**config.mk**
```make
export PLATFORM = sky130hd
export DESIGN_NAME = dv_mem_arbiter
export DESIGN_NICKNAME = d
export VERILOG_FILES = /design/src/rtl/dv_pkg.sv /design/src/rtl/dv_tag_pipe.sv /design/src/rtl/dv_mem_arbiter.sv
export SDC_FILE = /design/constraint.sdc
export NUM_CORES = 1
export LEC_CHECK = 0
export BUFFER_PORTS_ARGS = -buffer_cell sky130_fd_sc_hd__buf_2
export CAP_MARGIN = 0
export CORE_AREA = 2 2 81 98
export CTS_CLUSTER_SIZE = 20
export DETAILED_ROUTE_END_ITERATION = 10
export DIE_AREA = 0 0 83 100
export PLACE_DENSITY = 0.88
export SLEW_MARGIN = 20
export SYNTH_ARGS = -nofsm -noshare
export SYNTH_HDL_FRONTEND = slang
export SYNTH_SLANG_ARGS = --single-unit
```
**constraint.sdc**
```tcl
create_clock -name CLK -period 2.5 [get_ports CLK]
set_input_delay 0.25 -clock CLK [delete_from_list [all_inputs] [get_ports CLK]]
set_output_delay 0.25 -clock CLK [all_outputs]
set_load 0.03 [all_outputs]
```
**src/rtl/dv_pkg.sv**
```systemverilog
// Shared DietVilk definitions: memory widths, read-owner encoding, tag layout.
// Latency: n/a (types and constants only).
// Backpressure: n/a.
package dv_pkg;

  // Default memory geometry, shared with the DietVilk core.
  localparam int DV_ADDR_W = 16;
  localparam int DV_DATA_W = 16;

  // Which requester a read belongs to.
  localparam logic OWN_CORE = 1'b0;
  localparam logic OWN_LD   = 1'b1;

  // One in-flight read tag: valid bit plus owner.
  typedef struct packed {
    logic vld;
    logic own;
  } tag_t;

endpackage

```
**src/rtl/dv_tag_pipe.sv**
```systemverilog
// Shift register of {valid, owner} tags that follows reads through the memory.
// Latency: LAT cycles from in_* to out_*.
// Backpressure: none; advances every cycle, cleared by synchronous active-low reset.
module dv_tag_pipe
  import dv_pkg::*;
#(
  parameter int LAT = 1
) (
  input  logic           clk,
  input  logic           reset,
  input  logic           in_vld,
  input  logic           in_own,
  output logic           out_vld,
  output logic           out_own,
  output logic [LAT-1:0] stage_vld
);

  tag_t stage [LAT];

  // Shift tags one stage per cycle; reset drops every in-flight read.
  always_ff @(posedge clk) begin
    if (!reset) begin
      for (int i = 0; i < LAT; i++) begin
        stage[i] <= '0;
      end
    end else begin
      stage[0] <= {in_vld, in_own};
      for (int i = 1; i < LAT; i++) begin
        stage[i] <= stage[i-1];
      end
    end
  end

  assign out_vld = stage[LAT-1].vld;
  assign out_own = stage[LAT-1].own;

  // Flatten per-stage valid bits for the busy calculation upstream.
  always_comb begin
    stage_vld = '0;
    for (int i = 0; i < LAT; i++) begin
      stage_vld[i] = stage[i].vld;
    end
  end

endmodule

```
**src/rtl/dv_mem_arbiter.sv**
```systemverilog
// Two-requester arbiter for the shared DietVilk memory: core priority, loader starvation cap.
// Latency: gnt combinational; mem_* registered 1 cycle after gnt; read data 1+MEM_LAT after gnt.
// Backpressure: requester holds its request until gnt; at most one grant per cycle, no queuing.
module dv_mem_arbiter
  import dv_pkg::*;
#(
  parameter int ADDR_W     = DV_ADDR_W,
  parameter int DATA_W     = DV_DATA_W,
  parameter int MEM_LAT    = 1,
  parameter int MAX_STREAK = 4
) (
  input  logic              CLK,
  input  logic              reset,
  input  logic              core_req,
  input  logic              core_we,
  input  logic [ADDR_W-1:0] core_addr,
  input  logic [DATA_W-1:0] core_wdata,
  output logic              core_gnt,
  output logic              core_rvalid,
  output logic [DATA_W-1:0] core_rdata,
  input  logic              ld_req,
  input  logic              ld_we,
  input  logic [ADDR_W-1:0] ld_addr,
  input  logic [DATA_W-1:0] ld_wdata,
  output logic              ld_gnt,
  output logic              ld_rvalid,
  output logic [DATA_W-1:0] ld_rdata,
  output logic              mem_en,
  output logic              mem_we,
  output logic [ADDR_W-1:0] mem_addr,
  output logic [DATA_W-1:0] mem_wdata,
  input  logic [DATA_W-1:0] mem_rdata,
  output logic              busy
);

  // Stages below the last one keep busy high on the next cycle; the last stage drains out.
  localparam logic [MEM_LAT-1:0] KEEP_MASK = {MEM_LAT{1'b1}} >> 1;

  logic [3:0]         streak;
  logic [3:0]         streak_nxt;
  logic               at_cap;
  logic               grant_any;
  logic               mem_own;
  logic               tag_in_vld;
  logic               tag_out_vld;
  logic               tag_out_own;
  logic [MEM_LAT-1:0] tag_stage_vld;
  logic               busy_nxt;
  logic [DATA_W-1:0]  core_rdata_q;
  logic [DATA_W-1:0]  ld_rdata_q;

  assign at_cap    = (streak == 4'(MAX_STREAK));
  assign grant_any = core_gnt | ld_gnt;

  // Core wins unless the loader has waited through MAX_STREAK contested core grants.
  always_comb begin
    core_gnt   = 1'b0;
    ld_gnt     = 1'b0;
    streak_nxt = '0;
    if (reset) begin
      if (core_req && !(ld_req && at_cap)) begin
        core_gnt = 1'b1;
      end else if (ld_req) begin
        ld_gnt = 1'b1;
      end
      // Only a core grant that beat a waiting loader counts toward the cap.
      if (core_gnt && ld_req) begin
        streak_nxt = streak + 4'd1;
      end
    end
  end

  // Streak counter register.
  always_ff @(posedge CLK) begin
    if (!reset) begin
      streak <= '0;
    end else begin
      streak <= streak_nxt;
    end
  end

  // Register the winner's access onto the memory port; hold fields when idle.
  always_ff @(posedge CLK) begin
    if (!reset) begin
      mem_en    <= 1'b0;
      mem_we    <= 1'b0;
      mem_addr  <= '0;
      mem_wdata <= '0;
      mem_own   <= OWN_CORE;
    end else begin
      mem_en <= grant_any;
      if (core_gnt) begin
        mem_we    <= core_we;
        mem_addr  <= core_addr;
        mem_wdata <= core_wdata;
        mem_own   <= OWN_CORE;
      end else if (ld_gnt) begin
        mem_we    <= ld_we;
        mem_addr  <= ld_addr;
        mem_wdata <= ld_wdata;
        mem_own   <= OWN_LD;
      end
    end
  end

  assign tag_in_vld = mem_en & ~mem_we;

  dv_tag_pipe #(
    .LAT (MEM_LAT)
  ) u_tag_pipe (
    .clk       (CLK),
    .reset     (reset),
    .in_vld    (tag_in_vld),
    .in_own    (mem_own),
    .out_vld   (tag_out_vld),
    .out_own   (tag_out_own),
    .stage_vld (tag_stage_vld)
  );

  assign core_rvalid = tag_out_vld & (tag_out_own == OWN_CORE);
  assign ld_rvalid   = tag_out_vld & (tag_out_own == OWN_LD);
  assign core_rdata  = core_rvalid ? mem_rdata : core_rdata_q;
  assign ld_rdata    = ld_rvalid   ? mem_rdata : ld_rdata_q;

  // Remember the last returned word per requester so rdata holds between returns.
  always_ff @(posedge CLK) begin
    if (!reset) begin
      core_rdata_q <= '0;
      ld_rdata_q   <= '0;
    end else begin
      if (core_rvalid) core_rdata_q <= mem_rdata;
      if (ld_rvalid)   ld_rdata_q   <= mem_rdata;
    end
  end

  // busy next cycle: an access will be on mem_en, or a read tag will still be in the pipe.
  assign busy_nxt = grant_any | tag_in_vld | (|(tag_stage_vld & KEEP_MASK));

  // Registered busy, aligned with mem_en and the tag stages of the same cycle.
  always_ff @(posedge CLK) begin
    if (!reset) begin
      busy <= 1'b0;
    end else begin
      busy <= busy_nxt;
    end
  end

endmodule
```
* After elaboration in Yosys (flattened, before gate mapping)
Memory sizes are Yosys's and may differ from the RTL's.
Cells that the tools add are included.
** Storage, ports and cells
- Flip-flop bits (word level) :: 72
- Bits in latches :: 0
- Memory bits (writable) :: 2
- Bits in read-only memories :: 0
- Bits of input ports :: 86
- Output and inout port bits :: 71
- Word-level logic and storage cells :: 46
- Memories :: 1
** Memories
- u_tag_pipe.stage :: words 1, bits a word 2, read ports 1, clocked after memory_dff 0, write ports 1, line dv_tag_pipe.sv:18 : tag_t stage [LAT];
** Cells by class
- $add $sub $neg :: 1
- $mul :: 0
- Divide/modulo/power cells :: 0
- Magnitude comparators :: 0
- Equality and inequality tests :: 1
- Shift-type cells :: 0
- Mux-type cells :: 18
- Bitwise operators :: 8
- Reductions and logical operators :: 8
** Operators with widths (number)
- 2-to-1 mux 16 bit :: 6
- 2-to-1 mux 1 bit :: 11
- adder 4 x 1 -> 4 bit, second input constant :: 1
- equality test 4 x 3 -> 1 bit, second input constant :: 1
- OR reduction 2 bit :: 2
- bitwise AND 1 bit :: 3
- logical AND 1 bit :: 3
- inverter 1 bit :: 3
- 2-to-1 mux 2 bit :: 1
- OR 1 bit :: 2
- AND reduction 2 bit :: 1
- nonzero test 2 bit :: 1
- logical NOT 1 bit :: 1

* Logic depth before layout (Yosys ltp)
Gate-level depths: netlist (run 1).
- Depth after elaboration :: 9
- Mapped depth :: 7

* Modules after synthesis
Synthesis (run 1) repeated with hierarchy kept, for this count alone.
** Second synthesis, totals
- Cell total of the unflattened synthesis :: 336
- Area total of the unflattened synthesis :: 3323.2 um^2
** Modules (own cells, without submodules)
- dv_mem_arbiter :: instances 1, cells each 331, area each 3263.1 um^2, seq. area each 1441.4 um^2
- dv_tag_pipe :: instances 1, cells each 5, area each 60.1 um^2, seq. area each 40.0 um^2

* Worst setup path after synthesis (run 1)
OpenSTA, ideal clock, no wires.
- Kind :: register to register
- From :: reg streak[0]
- To :: reg streak[2]
- Library setup time :: 0.061 ns
- Arrival :: 1.464 ns
- Required time :: 2.439 ns
- Slack :: 0.975 ns
- Cell stages (with the launch flop) :: 7
- Cell sequence :: dfxtp_1 > inv_1 > ha_1 > and4b_1 > buf_4 > nor2_2 > and3_1
** Between the ends
- Cells in the longest elaborated chain, start to end :: 8
- Elaborated cells between the ends (all ways) :: 9
** Ends and longest elaborated chain
- from (decl) :: line dv_mem_arbiter.sv:39 : logic [3:0] streak;
- from (signal assigned) :: line dv_mem_arbiter.sv:78 : streak <= streak_nxt;
- equality test 4 x 3 -> 1 bit :: line dv_mem_arbiter.sv:52 : assign at_cap = (streak == 4'(MAX_STREAK));
- logical AND 1 bit :: line dv_mem_arbiter.sv:61 : if (core_req && !(ld_req && at_cap)) begin
- logical NOT 1 bit :: line dv_mem_arbiter.sv:61
- logical AND 1 bit :: line dv_mem_arbiter.sv:61
- 2-to-1 mux 1 bit :: line dv_mem_arbiter.sv:61
- 2-to-1 mux 1 bit :: line dv_mem_arbiter.sv:60 : if (reset) begin
- logical AND 1 bit :: line dv_mem_arbiter.sv:67 : if (core_gnt && ld_req) begin
- AND reduction 2 bit (no line)
Several ways; a longest one is shown, not always the timed one. The select of a mux whose other input is x is not followed.
A chain may end at the register's enable or synchronous reset.

* Worst setup path in the final report (run 1)
- From :: reg streak[0]
- To :: out core_gnt
** Between the ends
- Cells in the longest elaborated chain, start to end :: 7
** Ends and longest elaborated chain
- equality test 4 x 3 -> 1 bit :: line dv_mem_arbiter.sv:52
- logical AND 1 bit :: line dv_mem_arbiter.sv:61
- logical NOT 1 bit :: line dv_mem_arbiter.sv:61
- logical AND 1 bit :: line dv_mem_arbiter.sv:61
- 2-to-1 mux 1 bit :: line dv_mem_arbiter.sv:61
- 2-to-1 mux 1 bit (2 in a row) :: line dv_mem_arbiter.sv:60
- to (decl) :: line dv_mem_arbiter.sv:18 : output logic core_gnt,
No other way between the ends. The select of a mux whose other input is x is not followed.

==> results of run 1 <==
[power by group]
group	leakage (nW)	internal, mW	total, mW	switching [mW]
Combinational	1.36	0.182	0.494	0.312
Sequential	0.607	1.24	1.27	0.0289
Clock	0.117	0.618	1.05	0.430
[metrics by stage]
stage	total power, mW	util (%)	hold slack, ps	setup WS, ps	area (µm²)
final	2.81	57.2	165	491	4280
after global routing	2.94	57.2	149	361	4280
after CTS	2.83	57.2	146	475	4280
after detailed placement	1.78	54.1	452	782	4050
after global placement	1.77	54.1	444	886	4050
after floorplan	1.62	-	405	975	3300
[cells by family (layout without fill, tap and decap cells)]
| family | Yosys count | count (layout) |
|---|---|---|
| buffers and inverters | 39 | 184 |
| muxes | 32 | 32 |
| AOI/OAI and AO/OA | 136 | 136 |
| and+or+nand+nor | 50 | 50 |
| DFF | 74 | 74 |
| xor gates and xnor gates | 2 | 2 |
| adders and majority gates | 2 | 2 |
[cell usage after synthesis, drive strengths merged]
library cell,count,share of area (%)
dfxtp,74,45
o21ai,70,11
and2,34,6.5
a21oi,33,5.0
a41oi,33,8.8
mux2,32,13
buf,19,4.3
clkbuf,16,1.9
and3,5,0.95
inv,4,0.46
nand2,4,0.53
nor2,3,0.42
ha,2,0.76
and4b,1,0.30
nand3,1,0.15
nand4b,1,0.46
nor2b,1,0.19
xnor2,1,0.27
xor2,1,0.27
[worst min-delay path, stage by stage]
cell and delay [ps]:
buf_2 90, o21ai_0 60, a21oi_1 60
[routing by layer]
layer / GRT usage, % / share of wire (%)
met5: 0 / 0
met4: 11.2 / 2.4
met3: 5.51 / 7.5
met2: 35.0 / 49
met1: 24.9 / 41
[how the worst min path moves through the flow]
| stage | startpoint | endpoint | slack (ps) | depth (start not counted) |
|---|---|---|---|---|
| final | ld_wdata[6] | mem_wdata[6]$_SDFFE_PN0P_ | 170 | 3 |
| after global routing | ld_wdata[6] | mem_wdata[6]$_SDFFE_PN0P_ | 150 | 3 |
| after CTS | ld_addr[1] | mem_addr[1]$_SDFFE_PN0P_ | 150 | 3 |
| after detailed placement | mem_own$_SDFFE_PP0P_ | u_tag_pipe.stage[0][0]$_SDFF_PN0_ | 450 | 1 |
| after global placement | mem_own$_SDFFE_PP0P_ | u_tag_pipe.stage[0][0]$_SDFF_PN0_ | 440 | 1 |
| after floorplan | ld_addr[4] | mem_addr[4]$_SDFFE_PN0P_ | 410 | 2 |
[registers in the layout, summed over array words and instances (netlist names)]
register          count
mem_wdata            16
streak                4
ld_rdata_q           16
u_tag_pipe.stage      2
mem_we                1
busy                  1
core_rdata_q         16
mem_addr             16
mem_en                1
mem_own               1
[layout make-up]
class,count,area (µm²),area share (%)
clock buffer,12,155,3.62
clock inverter,4,73.8,1.72
inverter,4,15.0,0.351
multi-input combinational,222,1600,37.4
sequential,74,1480,34.6
tap,92,115,2.69
timing repair buffer,164,841,19.6
==> run_results.csv, run 1 <==
group,metric,value,unit
outcome,status,"completed",
synthesis,ys_warn_count,0,
synthesis,muxShareOfSynthArea,13.0,%
clocking,cts.clk_slew.worst_paths,80,ps
global_routing,grt_pass1_vias,3100,
global_routing,grt_pass1_wl,14400,µm
setup_path,critPathMaxStageDelay,360,ps
clocking,ctsHtreeMaxLevel,3,
sta,skew,8.24,ps
synthesis,synthCells,335,
drt,detail-route-antenna-nets,0,
sta,grt_setup_unrepaired,"no",
setup_path,crit_path_start,"streak[0]$_SDFF_PN0_",
clocking,cts.path.max_buffers,2,
sta,slew-limit-headroom,63.7,%
setup_path,rr_worst_depth,6,
hold_path,hp-class,"in -> reg",
drt,num_vias,3134,
drt,drc,0,
placed_design,io_buffer_count,156,
cells_and_area,area_growth,29.9,%
synthesis,synth_area_per_cell,9.84,µm²
synthesis,synth_seq_area_share,45.0,%
die,coreArea,7490,µm²
synthesis,synth_xor_area_share,0.532,%
synthesis,synth_nets,423,
die,die_h,100,µm
clocking,cts-resized-gates,0,
cells_and_area,drive_gt1_share,45.2,%
pwr,power.density,656,nW/µm²
clocking,root_buffer,"clkbuf_8",
drt,drtPass1Iterations,5,
setup_path,required,2250,ps
sta,timing.fmax,498,MHz
die,ios,157,
drt,wl_per_cell,15.3,µm
global_routing,grt.total_usage,21.0,%
flow_run,cap_viol_max_count,0,
cells_and_area,fin_nets,563,
die,initial_core_util,44.0,%
sta,fin_crit,2010,ps
die,row_count,35,
sta,tns,0,ps
placed_design,dp_cells,556,
clocking,postCtsHoldBufs,0,
cells_and_area,fin_cells,572,
die,die_w,83,µm
drt,drt-total-wl,8760,µm
clocking,clkSinkCount,74,
clocking,post_cts_buffers,0,
synthesis,synth_simple_gate_area_share,9.45,%
synthesis,synth_top_family_by_area,"compound AO/OA/AOI/OAI gates",
setup_path,timing.critical_path.buf_inv,2,
setup_path,timing.rr.end,"mem_wdata[9]$_SDFFE_PN0P_",
setup_path,r2r_start,"streak[0]$_SDFF_PN0_",
clocking,tritoncts,"built",
setup_path,crit_type,"reg -> out",
placed_design,place.gp.congestion,0.736,
cells_and_area,fillers,679,
placed_design,hpwl,6030,µm
clocking,cts_made_buffers,9,
pwr,ir_drop,423,µV
sta,setup_viol,0,
setup_path,crit_end,"core_gnt",
synthesis,syn_area,3300,µm²
setup_path,cp_max_fo,10,
drt,drt_iter0_markers,96,
sta,worst_pin_slew,543,ps
synthesis,synthAdderAreaFrac,0.759,%
setup_path,end_kind,"primary output",
setup_path,crit_path_top_delay_cell,"dfxtp_1",
clocking,clk_latency,340,ps
global_routing,grt-ovfl-total,0,
synthesis,synth_compound_area_share,24.8,%
global_routing,grt_max_degree,53,
setup_path,arrival,1760,ps
setup_path,worstPathCellList,"inv_1, ha_1, and4b_1, nor2_2, buf_2",
cells_and_area,layout_common_cells,"156 x buf_2, 74 x dfxtp_1, 47 x o21ai_0, 34 x and2_1",
setup_path,rrSetupSlack,750,ps
setup_path,crit_cells,5,
synthesis,yosysUniqueCellTypes,29,
synthesis,ys_ff_latch,74,
setup_path,cp-start-kind,"flop",
pwr,leakage,2.08,nW
cells_and_area,n_antenna_cell,0,
setup_path,critical_path.top_delay_family,"simple AND/OR/NAND/NOR gates",
sta,post-route-period-util,80.4,%
sta,slew_viol_final,0,
global_routing,grt_antenna_before_repair,0,
sta,hold_violations,0,
die,die-area,8300,µm²
cells_and_area,final_common_cell,"buf_2",
drt,routed_via_density,5.48,
Power figures use the tool's default switching activity.
==> run 2: changes to the inputs <==
--- a/config.mk
+++ b/config.mk
@@ -5,12 +5,13 @@
 export SDC_FILE = /design/constraint.sdc
 export NUM_CORES = 1
 export LEC_CHECK = 0
+export ABC_AREA = 1
 export BUFFER_PORTS_ARGS = -buffer_cell sky130_fd_sc_hd__buf_2
 export CAP_MARGIN = 0
-export CORE_AREA = 2 2 81 98
+export CORE_AREA = 2 2 82 100
 export CTS_CLUSTER_SIZE = 20
 export DETAILED_ROUTE_END_ITERATION = 10
-export DIE_AREA = 0 0 83 100
+export DIE_AREA = 0 0 84 102
 export PLACE_DENSITY = 0.88
 export SLEW_MARGIN = 20
 export SYNTH_ARGS = -nofsm -noshare
==> constraint.sdc (replaced) <==
create_clock -name CLK -period 2 [get_ports CLK]
set_input_delay 0.2 -clock CLK [delete_from_list [all_inputs] [get_ports CLK]]
set_output_delay 0.2 -clock CLK [all_outputs]
set_load 0.03 [all_outputs]
==> run 2 against run 1 <==
  * First-iteration DRC count fell by 5.2%
  * Critical endpoint unchanged
  * Combinational power up 50%
  * Wire length shrank 1.9%
  * Non-clock buffer count shrank 1
  * Critical path depth is 3 higher
==> run_results.csv, run 2 <==
group,metric,value,unit
placed_design,placed_area,4240,µm²
synthesis,synth_seq_area_share,43.1,%
sta,fin_crit,1820,ps
sta,setup_slack,180,ps
cells_and_area,n_antenna_cell,0,
sta,grt_setup_unrepaired,"no",
synthesis,yosysMostFrequentCell,"dfxtp_1",
sta,slew_viol_final,0,
global_routing,grt.total_usage,20.5,%
sta,hold_violations,0,
sta,tns,0,ps
setup_path,timing.critical_path.buf_inv,4,
synthesis,synthArstFlopShare,0,%
setup_path,critPathMaxStageDelay,380,ps
sta,slew-limit-headroom,61.7,%
drt,drc,0,
hold_path,hp-class,"in -> reg",
global_routing,grt_pass1_wl,14300,µm
global_routing,grt_pass1_vias,3338,
cells_and_area,layout_common_cells,"156 x buf_2, 74 x dfxtp_1, 73 x nand2_1, 72 x inv_1, 41 x nor2_1",
cells_and_area,fin_nets,702,
sta,post-route-period-util,91.0,%
synthesis,ys_warn_count,0,
setup_path,rrSetupSlack,350,ps
cells_and_area,drive_gt1_share,31.8,%
flow_run,cap_viol_max_count,0,
cells_and_area,multi_input_area,1500,µm²
setup_path,cp-start-kind,"flop",
clocking,clk_latency,340,ps
die,initial_core_util,45.4,%
pwr,power.density,754,nW/µm²
die,die_w,84,µm
synthesis,synth_area_per_cell,7.28,µm²
setup_path,worstPathCellList,"inv_1, ha_1, nand2_1, inv_2, nand2_2, nand3_4, inv_2, buf_2",
clocking,ctsHtreeMaxLevel,3,
die,row_count,35,
cells_and_area,ff_latch_area,1480,µm²
drt,drt-total-wl,8590,µm
clocking,postCtsHoldBufs,0,
drt,wl_per_cell,12.1,µm
synthesis,synth_nets,560,
die,die_h,102,µm
synthesis,ys_ff_latch,74,
global_routing,grt_antenna_before_repair,0,
placed_design,place.gp.congestion,0.876,
die,coreArea,7580,µm²
placed_design,hpwl,6230,µm
placed_design,io_buffer_count,156,
clocking,cts.clk_slew.worst_paths,80,ps
synthesis,synthCells,472,
setup_path,end_kind,"primary output",
die,ios,157,
setup_path,cp_max_fo,8,
clocking,root_buffer,"clkbuf_8",
synthesis,syn_area,3440,µm²
clocking,post_cts_buffers,0,
global_routing,grt-ovfl-total,0,
synthesis,yosysTopAreaCell,"dfxtp_1",
cells_and_area,fillers,709,
cells_and_area,fin_area,4420,µm²
clocking,cts-resized-gates,0,
die,die-area,8570,µm²
cells_and_area,area_growth,28.5,%
sta,setup_viol,0,
placed_design,dp_slack,320,ps
clocking,clkSinkCount,74,
sta,skew,9.43,ps
drt,drtPass1Iterations,4,
setup_path,crit_type,"reg -> out",
cells_and_area,final_common_cell,"buf_2",
global_routing,grt_max_degree,67,
clocking,cts.path.max_buffers,2,
synthesis,netlist_top_cells_area,"dfxtp_1 43%, nand2_1 8.0%, inv_1 7.9%",
pwr,ir_drop,436,µV
setup_path,crit_path_top_delay_cell,"dfxtp_1",
outcome,status,"completed",
synthesis,yosysUniqueCellTypes,25,
setup_path,critical_path.top_delay_family,"flip-flops",
setup_path,arrival,1620,ps
drt,detail-route-antenna-nets,0,
synthesis,synthFlopType,"dfxtp_1",
clocking,tritoncts,"built",
sta,worst_pin_slew,574,ps
drt,drt_iter0_markers,91,
synthesis,synthTopCellsByCount,"74 x dfxtp_1, 73 x nand2_1, 72 x inv_1, 41 x nor2_1, 34 x nand3_1",
clocking,cts_made_buffers,9,
synthesis,synth_top_area_share,43.1,%
setup_path,required,1800,ps
pwr,leakage,2.67,nW
sta,timing.fmax,550,MHz
setup_path,cpMostUsedCell,"inv_2",
synthesis,synth_edf_count,0,
drt,num_vias,3488,
drt,routed_via_density,4.91,
==> run 2: final cells by class <==
type | instances | share of cell area (%)
clock buffer | 9 | 2.80
timing repair buffer | 163 | 19.4
clock inverter | 7 | 1.05
sequential | 74 | 33.5
tap | 92 | 2.61
inverter | 79 | 6.71
multi-input combinational | 287 | 33.9
==> run 2: worst paths after layout <==
kind                         from                           endpoint  depth (start not counted)
max          streak[0]$_SDFF_PN0_                           core_gnt                          8
max reg2reg  streak[0]$_SDFF_PN0_          mem_wdata[3]$_SDFFE_PN0P_                         11
min reg2reg  mem_own$_SDFFE_PP0P_  u_tag_pipe.stage[0][0]$_SDFF_PN0_                          2
min                 mem_rdata[13]          ld_rdata_q[13]$_SDFF_PN0_                          3
==> run 2: cell families (layout without fill, tap and decap cells) <==
| family | after synthesis | after routing | synth area share, % |
|---|---|---|---|
| flops | 74 | 74 | 43.1 |
| buf+inv | 111 | 258 | 13.6 |
| fa+ha+maj | 2 | 2 | 0.728 |
| xor+xnor | 2 | 2 | 0.510 |
| simple gates | 216 | 216 | 29.9 |
| compound gates | 67 | 67 | 12.2 |
==> run 2: routing by layer <==
metal | track usage [%] | share of wire (%) | up-vias
li1 | - | - | 1781
met1 | 23.9 | 42 | 1547
met2 | 34.8 | 47 | 144
met3 | 6.62 | 8.4 | 16
met4 | 8.93 | 1.9 | 0
met5 | 0 | 0 | -
==> run 2: worst reg2reg max path: cells and delay by family, from the launching register on <==
kind | cells | cell delay (ps)
buf+inv | 4 | 390
fa+ha+maj | 1 | 200
simple gates | 6 | 590
flops | 1 | 380
==> run 2: report_power, final <==
part	switching, mW	total (mW)	internal, mW	leakage (nW)
Clock	0.554	0.998	0.444	0.0810
Combinational	0.477	0.740	0.264	1.98
Sequential	0.0350	1.59	1.56	0.608
==> run 2: metrics by stage <==
| stage | instances | utilization [%] | hold slack (ps) | total power [mW] |
|---|---|---|---|---|
| 4_1_cts | 711 | 58.2 | 114 | 3.37 |
| 3_3_place_gp | 695 | 56.0 | 420 | 2.35 |
| 6_report | 711 | 58.3 | 130 | 3.33 |
| 5_1_grt | 711 | 58.3 | 128 | 3.51 |
| 3_5_place_dp | 695 | 56.0 | 419 | 2.37 |
| 2_1_floorplan | 472 | - | 329 | 2.13 |
==> run 3: changes to the inputs <==
--- a/config.mk
+++ b/config.mk
@@ -8,11 +8,12 @@
 export ABC_AREA = 1
 export BUFFER_PORTS_ARGS = -buffer_cell sky130_fd_sc_hd__buf_2
 export CAP_MARGIN = 0
-export CORE_AREA = 2 2 82 100
+export CORE_AREA = 2 2 82 99
 export CTS_CLUSTER_SIZE = 20
 export DETAILED_ROUTE_END_ITERATION = 10
-export DIE_AREA = 0 0 84 102
+export DIE_AREA = 0 0 84 101
 export PLACE_DENSITY = 0.88
+export SETUP_SLACK_MARGIN = 0.02
 export SLEW_MARGIN = 20
 export SYNTH_ARGS = -nofsm -noshare
 export SYNTH_HDL_FRONTEND = slang
==> run 3 against run 2 <==
  * Global-route usage decreased by 0.57 points
  * Hold slack improved by 15 ps
  * Sequential power about the same
  * Non-clock buffer count increased by 1
  * Cell area increased by 1.1%
  * Critical endpoint unchanged
  * Largest power group unchanged
==> run_results.csv, run 3 (same netlist as run 2, synthesis figures left out) <==
group,metric,value,unit
drt,routed_via_density,4.92,
pwr,power.density,796,nW/µm²
drt,route.met3.wl,696,µm
sta,setup_slack,173,ps
drt,detail-route-antenna-nets,0,
sta,grt_setup_unrepaired,"no",
drt,drtPass1Iterations,4,
setup_path,required,1800,ps
drt,met1_length,3450,µm
sta,slew-limit-headroom,78.4,%
global_routing,grt_max_degree,67,
sta,fin_crit,1830,ps
die,die-area,8480,µm²
setup_path,critPathMaxStageDelay,380,ps
setup_path,cpMostUsedCell,"inv_2",
hold_path,hp-class,"in -> reg",
clocking,ctsHtreeMaxLevel,3,
die,die_h,101,µm
drt,drt_iter0_markers,57,
cells_and_area,fin_nets,703,
die,ios,157,
setup_path,worstPathCellList,"inv_1, ha_1, nand2_1, inv_2, nand2_2, nand3_4, inv_2, buf_2",
drt,wl_per_cell,11.8,µm
sta,post-route-period-util,91.4,%
die,row_count,35,
outcome,status,"completed",
cells_and_area,fin_cells,712,
clocking,clk_latency,330,ps
sta,timing.fmax,547,MHz
sta,slew_viol_final,0,
cells_and_area,drive_gt1_share,31.6,%
global_routing,grt.total_usage,19.9,%
cells_and_area,layout_common_cells,"156 x buf_2, 74 x dfxtp_1, 73 x nand2_1, 72 x inv_1, 41 x nor2_1",
cells_and_area,fillers,663,
cells_and_area,final_common_cell,"buf_2",
die,die_w,84,µm
sta,tns,0,ps
placed_design,hpwl,6130,µm
flow_run,cap_viol_max_count,0,
cells_and_area,area_growth,29.9,%
hold_path,holdPathStages,3,
drt,drt-total-wl,8430,µm
clocking,root_buffer,"clkbuf_8",
setup_path,rr_worst_depth,11,
placed_design,place.gp.congestion,0.870,
placed_design,dp_cells,696,
global_routing,grt_pass1_vias,3386,
global_routing,grt_pass1_wl,14000,µm
setup_path,cp-start-kind,"flop",
sta,hold_violations,0,
drt,route.top_layer_used,"met4",
cells_and_area,n_antenna_cell,0,
die,coreArea,7580,µm²
setup_path,crit_type,"reg -> out",
setup_path,timing.critical_path.buf_inv,4,
drt,num_vias,3503,
sta,skew,8.83,ps
clocking,cts_made_buffers,9,
pwr,p_total,3.55,mW
setup_path,cp_max_fo,9,
setup_path,end_kind,"primary output",
die,initial_core_util,45.4,%
setup_path,crit_cells,8,
drt,wl_met2,4150,µm
clocking,tritoncts,"built",
setup_path,arrival,1630,ps
cells_and_area,utilization,58.9,%
clocking,cts.clk_slew.worst_paths,70,ps
global_routing,grt-ovfl-total,0,
placed_design,dp_slack,339,ps
drt,drc,0,
global_routing,grt_antenna_before_repair,0,
clocking,cts.path.max_buffers,2,
sta,worst_pin_slew,324,ps
setup_path,crit_path_top_delay_cell,"dfxtp_1",
pwr,leakage,2.70,nW
sta,setup_viol,0,
pwr,ir_drop,463,µV
setup_path,critical_path.top_delay_family,"flip-flops",
placed_design,io_buffer_count,156,
clocking,clkSinkCount,74,
run 3: changes by cell type in the layout (fill, tap and decap cells not counted):
cell / before / now
clkinvlp_4: 3 / 0
bufinv_16: 0 / 2
clkbuf_1: 0 / 2
buf_4: 5 / 6
clkinv_2: 3 / 2
run 3: power breakdown:
group	leakage [nW]	switching (mW)	internal [mW]
registers	0.608	0.0326	1.56
clock network	0.107	0.520	0.702
logic	1.98	0.476	0.265
run 3: timing repair:
item | in CTS | in global routing
resized for setup | 0 | 1
endpoints found under the hold margin | 0 | 0
hold buffers | 0 | 0
buffers inserted | 0 | 0
endpoints found under the setup margin | 0 | 1
run 3: metal layers:
metal  track usage, %  vias to the layer above
li1                 -                     1774
met1             21.1                     1572
met2             36.4                      145
met3             5.90                       12
met4             9.06                        0
met5                0                        -
run 3: final cells by class:
| cell class | instances | area, µm² | share of cell area [%] |
|---|---|---|---|
| Sequential cell | 74 | 1480 | 33.2 |
| Inverter | 79 | 297 | 6.64 |
| Tap cell | 92 | 115 | 2.58 |
| Timing Repair Buffer | 164 | 866 | 19.4 |
| Multi-Input combinational cell | 287 | 1500 | 33.5 |
| Clock buffer | 11 | 131 | 2.94 |
| Clock inverter | 5 | 78.8 | 1.77 |
run 3: metrics by stage:
stage	instance area, µm²	hold slack, ps
4_1_cts	4460	124
5_1_grt	4470	140
3_3_place_gp	4250	425
3_5_place_dp	4250	424
2_1_floorplan	3440	329
6_report	4470	145
run 3: path summary, 6_finish.rpt:
check	from	end	slack (ps)
setup / recovery	streak[0]$_SDFF_PN0_	core_gnt	170
hold / removal	mem_rdata[13]	ld_rdata_q[13]$_SDFF_PN0_	150
setup reg to reg	streak[0]$_SDFF_PN0_	mem_wdata[14]$_SDFFE_PN0P_	340
hold reg to reg	mem_own$_SDFFE_PP0P_	u_tag_pipe.stage[0][0]$_SDFF_PN0_	440
run 3: worst register-to-register path: cells and delay by family, from the launching register on:
family	cells	cell delay [ps]
fa+ha+maj	1	200
buf+inv	4	390
flops	1	380
simple gates	6	620
